--- src/rtl/window_feeder.sv ---
// window_feeder
//   Builds fixed-size windows of 2-bit bases from a streamed read and presents
//   them to window_hasher. Bases arrive one per cycle on a valid/ready
//   handshake. A full window is held frozen with ready_for_hashing high until
//   the hasher's done flag rises, then the feeder slides by STRIDE bases.
//
// Handshake: a base transfers on a rising clk edge where base_valid and
//   base_ready are both 1. base_valid may be raised without waiting for
//   base_ready. base_ready depends only on the FSM state (and reset), never on
//   base_valid.
//
// Ports
//   clk                in   clock, all state on rising edge
//   reset              in   asynchronous, active-high reset
//   base_in[1:0]       in   next base of the read
//   base_valid         in   base_in valid this cycle
//   seq_start          in   base_in is the first base of a new read
//   base_ready         out  feeder accepts base_in this cycle
//   window[0:WS-1]     out  current window, [0] is the oldest base
//   ready_for_hashing  out  window complete and stable (level)
//   hashing_is_done    in   hasher done flag, acted on at its 0->1 edge
//   window_count       out  windows issued since reset or last seq_start
//   dbg_state[1:0]     out  FSM state (0 FILL, 1 ISSUE, 2 SLIDE)
module window_feeder #(
   parameter int WINDOW_SIZE = 128,
   parameter int STRIDE      = 64,
   parameter int CNT_W       = 16
) (
   input  logic             clk,
   input  logic             reset,
   input  logic [1:0]       base_in,
   input  logic             base_valid,
   input  logic             seq_start,
   output logic             base_ready,
   output logic [1:0]       window [0:WINDOW_SIZE-1],
   output logic             ready_for_hashing,
   input  logic             hashing_is_done,
   output logic [CNT_W-1:0] window_count,
   output logic [1:0]       dbg_state
);

   localparam int CW = $clog2(WINDOW_SIZE + 1);

   typedef enum logic [1:0] {
      S_FILL  = 2'd0,
      S_ISSUE = 2'd1,
      S_SLIDE = 2'd2
   } state_t;

   state_t           r_state;
   state_t           w_state_nxt;
   logic [CW-1:0]    r_fill_cnt;
   logic [CW-1:0]    w_fill_nxt;
   logic [CW-1:0]    r_stride_cnt;
   logic [CW-1:0]    w_stride_nxt;
   logic [CNT_W-1:0] r_count;
   logic [CNT_W-1:0] w_count_nxt;
   logic             r_done_q;
   logic [1:0]       r_window [0:WINDOW_SIZE-1];

   logic             w_accept;
   logic             w_done_rise;
   logic [CW-1:0]    w_fill_inc;
   logic [CW-1:0]    w_stride_inc;

   // Held low while reset is asserted so no base is offered a handshake then.
   assign base_ready        = (r_state != S_ISSUE) && !reset;
   assign w_accept          = base_valid && base_ready;
   assign w_done_rise       = hashing_is_done && !r_done_q;
   assign w_fill_inc        = r_fill_cnt + CW'(1);
   assign w_stride_inc      = r_stride_cnt + CW'(1);
   assign ready_for_hashing = (r_state == S_ISSUE);
   assign window_count      = r_count;
   assign window            = r_window;
   assign dbg_state         = r_state;

   always_comb begin
      w_state_nxt  = r_state;
      w_fill_nxt   = r_fill_cnt;
      w_stride_nxt = r_stride_cnt;
      w_count_nxt  = r_count;
      case (r_state)
         S_FILL, S_SLIDE: begin
            if (w_accept) begin
               if (seq_start) begin
                  // New read: the seq_start base is the first of a fresh window.
                  w_fill_nxt  = CW'(1);
                  w_count_nxt = '0;
                  w_state_nxt = (WINDOW_SIZE == 1) ? S_ISSUE : S_FILL;
               end else if (r_state == S_FILL) begin
                  w_fill_nxt = w_fill_inc;
                  if (w_fill_inc == CW'(WINDOW_SIZE)) w_state_nxt = S_ISSUE;
               end else begin
                  w_stride_nxt = w_stride_inc;
                  if (w_stride_inc == CW'(STRIDE)) w_state_nxt = S_ISSUE;
               end
            end
         end
         S_ISSUE: begin
            if (w_done_rise) begin
               w_state_nxt  = S_SLIDE;
               w_stride_nxt = '0;
               if (r_count != {CNT_W{1'b1}}) w_count_nxt = r_count + CNT_W'(1);
            end
         end
         default: w_state_nxt = S_FILL;
      endcase
   end

   always_ff @(posedge clk or posedge reset) begin
      if (reset) begin
         r_state      <= S_FILL;
         r_fill_cnt   <= '0;
         r_stride_cnt <= '0;
         r_count      <= '0;
         r_done_q     <= 1'b0;
      end else begin
         r_state      <= w_state_nxt;
         r_fill_cnt   <= w_fill_nxt;
         r_stride_cnt <= w_stride_nxt;
         r_count      <= w_count_nxt;
         r_done_q     <= hashing_is_done;
      end
   end

   // Window only moves on an accepted base; ISSUE drops base_ready, so the
   // window is frozen while ready_for_hashing is high.
   always_ff @(posedge clk or posedge reset) begin
      if (reset) begin
         for (int i = 0; i < WINDOW_SIZE; i++) r_window[i] <= 2'b00;
      end else if (w_accept) begin
         for (int i = 0; i < WINDOW_SIZE - 1; i++) r_window[i] <= r_window[i+1];
         r_window[WINDOW_SIZE-1] <= base_in;
      end
   end

endmodule
--- config.mk ---
export PLATFORM = sky130hd
export DESIGN_NAME = window_feeder
export DESIGN_NICKNAME = d
export VERILOG_FILES = /design/src/rtl/window_feeder.sv
export SDC_FILE = /design/constraint.sdc
export NUM_CORES = 1
export LEC_CHECK = 0
export BUFFER_PORTS_ARGS = -buffer_cell sky130_fd_sc_hd__buf_2
export CORE_ASPECT_RATIO = 0.8
export CORE_UTILIZATION = 55
export CTS_BUF_LIST = sky130_fd_sc_hd__clkbuf_8
export DETAILED_ROUTE_END_ITERATION = 8
export PLACE_DENSITY = 0.82
export SYNTH_ARGS = -nofsm -noshare
export SYNTH_HDL_FRONTEND = slang
export SYNTH_SLANG_ARGS = --single-unit
--- constraint.sdc ---
create_clock -name clk -period 10.86 [get_ports clk]
set_input_delay 1.086 -clock clk [delete_from_list [all_inputs] [get_ports clk]]
set_output_delay 1.086 -clock clk [all_outputs]
set_load 0.02 [all_outputs]
==> run_results.csv <==
group,metric,value,unit
pwr,p_per_area,184,nW/um2
floorplan,die_w,165,um
timing,setup_viol,0,
floorplan,initial_core_util,0.562,
floorplan,rows,47,
global_routing,grt_pass1_vias,8980,
logic_synthesis,syn_inst,1326,
clock_network,cts_tree,"yes",
detailed_routing,drcViolationCount,0,
timing,fmax,297,MHz
critical_path,cp-end-kind,"flip-flop",
clock_network,cts_resized,0,
final_layout,final_common_cell,"nand2_1",
timing,hold_ws,0.479,ns
timing,tightest_slew,1.13,ns
timing,drv_slew,0,
logic_synthesis,syn-cell-area,11600,um2
clock_network,cts_buffer_depth,3,
pwr,leakagePower,8.67,nW
run,cap_viol_max_count,0,
clock_network,clock-root-buffer,"clkbuf_8",
logic_synthesis,synth_top_cell_by_area,"dfrtp_1",
critical_path,r2r-start,"dbg_state[1]$_DFFE_PP0P_",
run_status,status,"completed",
timing,timing.final.crit_share,0.310,
logic_synthesis,synth_seq_cells,291,
global_routing,grt-ovfl-total,0,
global_routing,grt_pass1_wl,45.0,mm
clock_network,postCtsSetupRepairBufs,0,
clock_network,cts.sinks,291,
pwr,p_clk_frac,0.357,
placement,hpwl,17.9,mm
detailed_routing,num_vias,9690,
final_layout,drive_gt1_frac,0.226,
pwr,switchingPower,810,uW
detailed_routing,dr.pass1.iters,5,
final_layout,final_cell_mix,"nand2_1, dfrtp_1, buf_2, clkbuf_8, o21ai_0",
timing,rsz0062_at_grt,"no",
pwr,design_power_total,2.59,mW
pwr,p_comb_frac,0.173,
detailed_routing,wl,27.7,mm
final_layout,syn_to_final_growth,21.3,%
logic_synthesis,yosysTopAreaCellShare,0.626,
pwr,p_int,1.78,mW
critical_path,worstSetupStartpoint,"dbg_state[1]$_DFFE_PP0P_",
critical_path,path_class,"flip-flop to flip-flop",
critical_path,crit_path_end,"window[76]$_DFFE_PP0P_",
detailed_routing,via_per_inst,5.11,
clock_network,cts_max_level,2,
critical_path,start_kind,"flip-flop",
global_routing,antenna_found_initial,0,
logic_synthesis,ys_warn_count,0,
critical_path,worst_ep_arrival_time,3.83,ns
timing,clock_skew,0.0173,ns
critical_path,r2r_setup_slack,7.49,ns
logic_synthesis,ys_async_sr_fraction,1.00,
timing,fin_crit,3.37,ns
placement,routabilityCongestion,0.852,
critical_path,critPathMaxFanout,113,
placement,portBuffers,282,
final_layout,nets,1610,
hold_path,min_path_type,"flip-flop to flip-flop",
global_routing,busiest_layer,"met2",
clock_network,clk_latency,0.53,ns
floorplan,core_area,20700,um2
logic_synthesis,synth_edf_count,0,
logic_synthesis,syn_nets,1342,
timing,final.setup.tns,0,ns
floorplan,dieArea,21800,um2
final_layout,diodes,0,
pwr,vdd_drop_max,0.000163,V
detailed_routing,wl_per_cell,14.6,um
clock_network,cts_buffers,45,
logic_synthesis,synth_cell_types,46,
global_routing,met2_usage,0.398,
logic_synthesis,ys_seq_area_frac,0.626,
critical_path,required,11.32,ns
timing,hold_viol,0,
global_routing,met1_usage,0.342,
logic_synthesis,synth-main-ff-cell,"dfrtp_1",
pwr,power_frac_seq,0.470,
pwr,switching_share,0.312,
detailed_routing,ant_nets,0,
clock_network,clk_pin_slew,0.06,ns
global_routing,met3_usage,0.0805,
clock_network,cts_hold_buf,0,
critical_path,r2r_end,"window[76]$_DFFE_PP0P_",
logic_synthesis,avgSynthCellArea,8.78,um2
timing,slew_headroom,0.249,
detailed_routing,drt_iter0_drc,775,
logic_synthesis,synth_area_leaders,"dfrtp_1, nand2_1, clkbuf_1, o21ai_0, ha_1",
global_routing,grt_start_max_net_pins,135,
floorplan,die_h,132,um
critical_path,worstRegToRegCells,6,
floorplan,ios,283,
global_routing,grtUsageTotal,0.255,
state kept, by name (all words and copies together) (netlist names):
name / count
dbg_state: 2
r_done_q: 1
r_fill_cnt: 8
r_stride_cnt: 8
window: 256
window_count: 16
worst max-delay path, cell delays in order, from the launching register on:
cell and delay (ns):
dfrtp_1 0.43, inv_1 0.10, ha_1 0.71, or3b_4 0.75, buf_4 0.93, nand2_1 0.15
nand2_1 0.11
synth_stat cells, types with 3 or more instances:
| cell | n |
|---|---|
| nand3_1 | 15 |
| ha_1 | 9 |
| nand2b_1 | 4 |
| xnor2_1 | 11 |
| o21ai_0 | 25 |
| a41oi_1 | 3 |
| dfrtp_1 | 291 |
| o31ai_1 | 7 |
| a31oi_1 | 4 |
| mux2_2 | 3 |
| a21oi_1 | 8 |
| clkbuf_1 | 63 |
| nor3_1 | 6 |
| nand2_1 | 802 |
| nor2_1 | 24 |
| and3_1 | 5 |
| inv_1 | 6 |
| nor4_1 | 4 |
stage by stage:
stage	util	setup WS (ns)	area (um2)	std cells
after floorplan	-	1.74	11600	1326
after global placement	0.637	7.54	13200	1816
after detailed placement	0.637	7.47	13200	1816
after CTS	0.682	7.52	14100	1895
after global routing	0.682	7.17	14100	1895
final	0.682	7.49	14100	1895
routing by layer:
layer / part of all wire / routed length, um / up-vias
met3: 0.092 / 2550 / 45
met1: 0.42 / 11700 / 4653
li1: - / - / 4664
met4: 0.018 / 501 / 0
met2: 0.47 / 13000 / 328
met5: 0 / 0 / -
cells by family (layout without fill, tap and decap cells):
kind of cell / after synthesis / after routing / share of synthesized area
adder cells (fa/ha/maj): 9 / 9 / 0.00967
buffers and inverters: 73 / 373 / 0.0243
AND/OR/NAND/NOR: 874 / 874 / 0.293
flip-flops: 291 / 291 / 0.626
XOR/XNOR: 12 / 12 / 0.00903
AO/OA/AOI/OAI: 63 / 63 / 0.0345
multiplexers: 4 / 4 / 0.00376
power groups by stage:
| stage | Clock [mW] | Combinational, mW | Sequential, mW |
|---|---|---|---|
| detailed placement | 0 | 0.448 | 1.23 |
| global route | 0.996 | 0.498 | 1.23 |
| floorplan | 0 | 0.263 | 1.29 |
| global placement | 0 | 0.438 | 1.23 |
| CTS | 0.948 | 0.449 | 1.22 |
| finish | 0.926 | 0.447 | 1.22 |
cell type report:
| type | count | area, um2 |
|---|---|---|
| sequential | 291 | 7280 |
| fill | 1638 | 6580 |
| multi-input combinational | 962 | 4080 |
| timing repair buffer | 288 | 1460 |
| clock buffer | 60 | 826 |
| tap | 269 | 337 |
| clock inverter | 19 | 110 |
| inverter | 6 | 30.0 |
how the worst min path moves through the flow:
stage,startpoint,end,slack [ns],depth (start not counted)
global route,window[255]$_DFFE_PP0P_,window[255]$_DFFE_PP0P_,0.51,2
floorplan,r_fill_cnt[6]$_DFFE_PP0P_,r_fill_cnt[6]$_DFFE_PP0P_,0.49,1
detailed placement,window[255]$_DFFE_PP0P_,window[255]$_DFFE_PP0P_,0.46,2
finish,window[255]$_DFFE_PP0P_,window[255]$_DFFE_PP0P_,0.48,2
global placement,window[254]$_DFFE_PP0P_,window[254]$_DFFE_PP0P_,0.45,2
CTS,window[255]$_DFFE_PP0P_,window[255]$_DFFE_PP0P_,0.48,2
No activity file was read; power rests on OpenSTA's default activity.
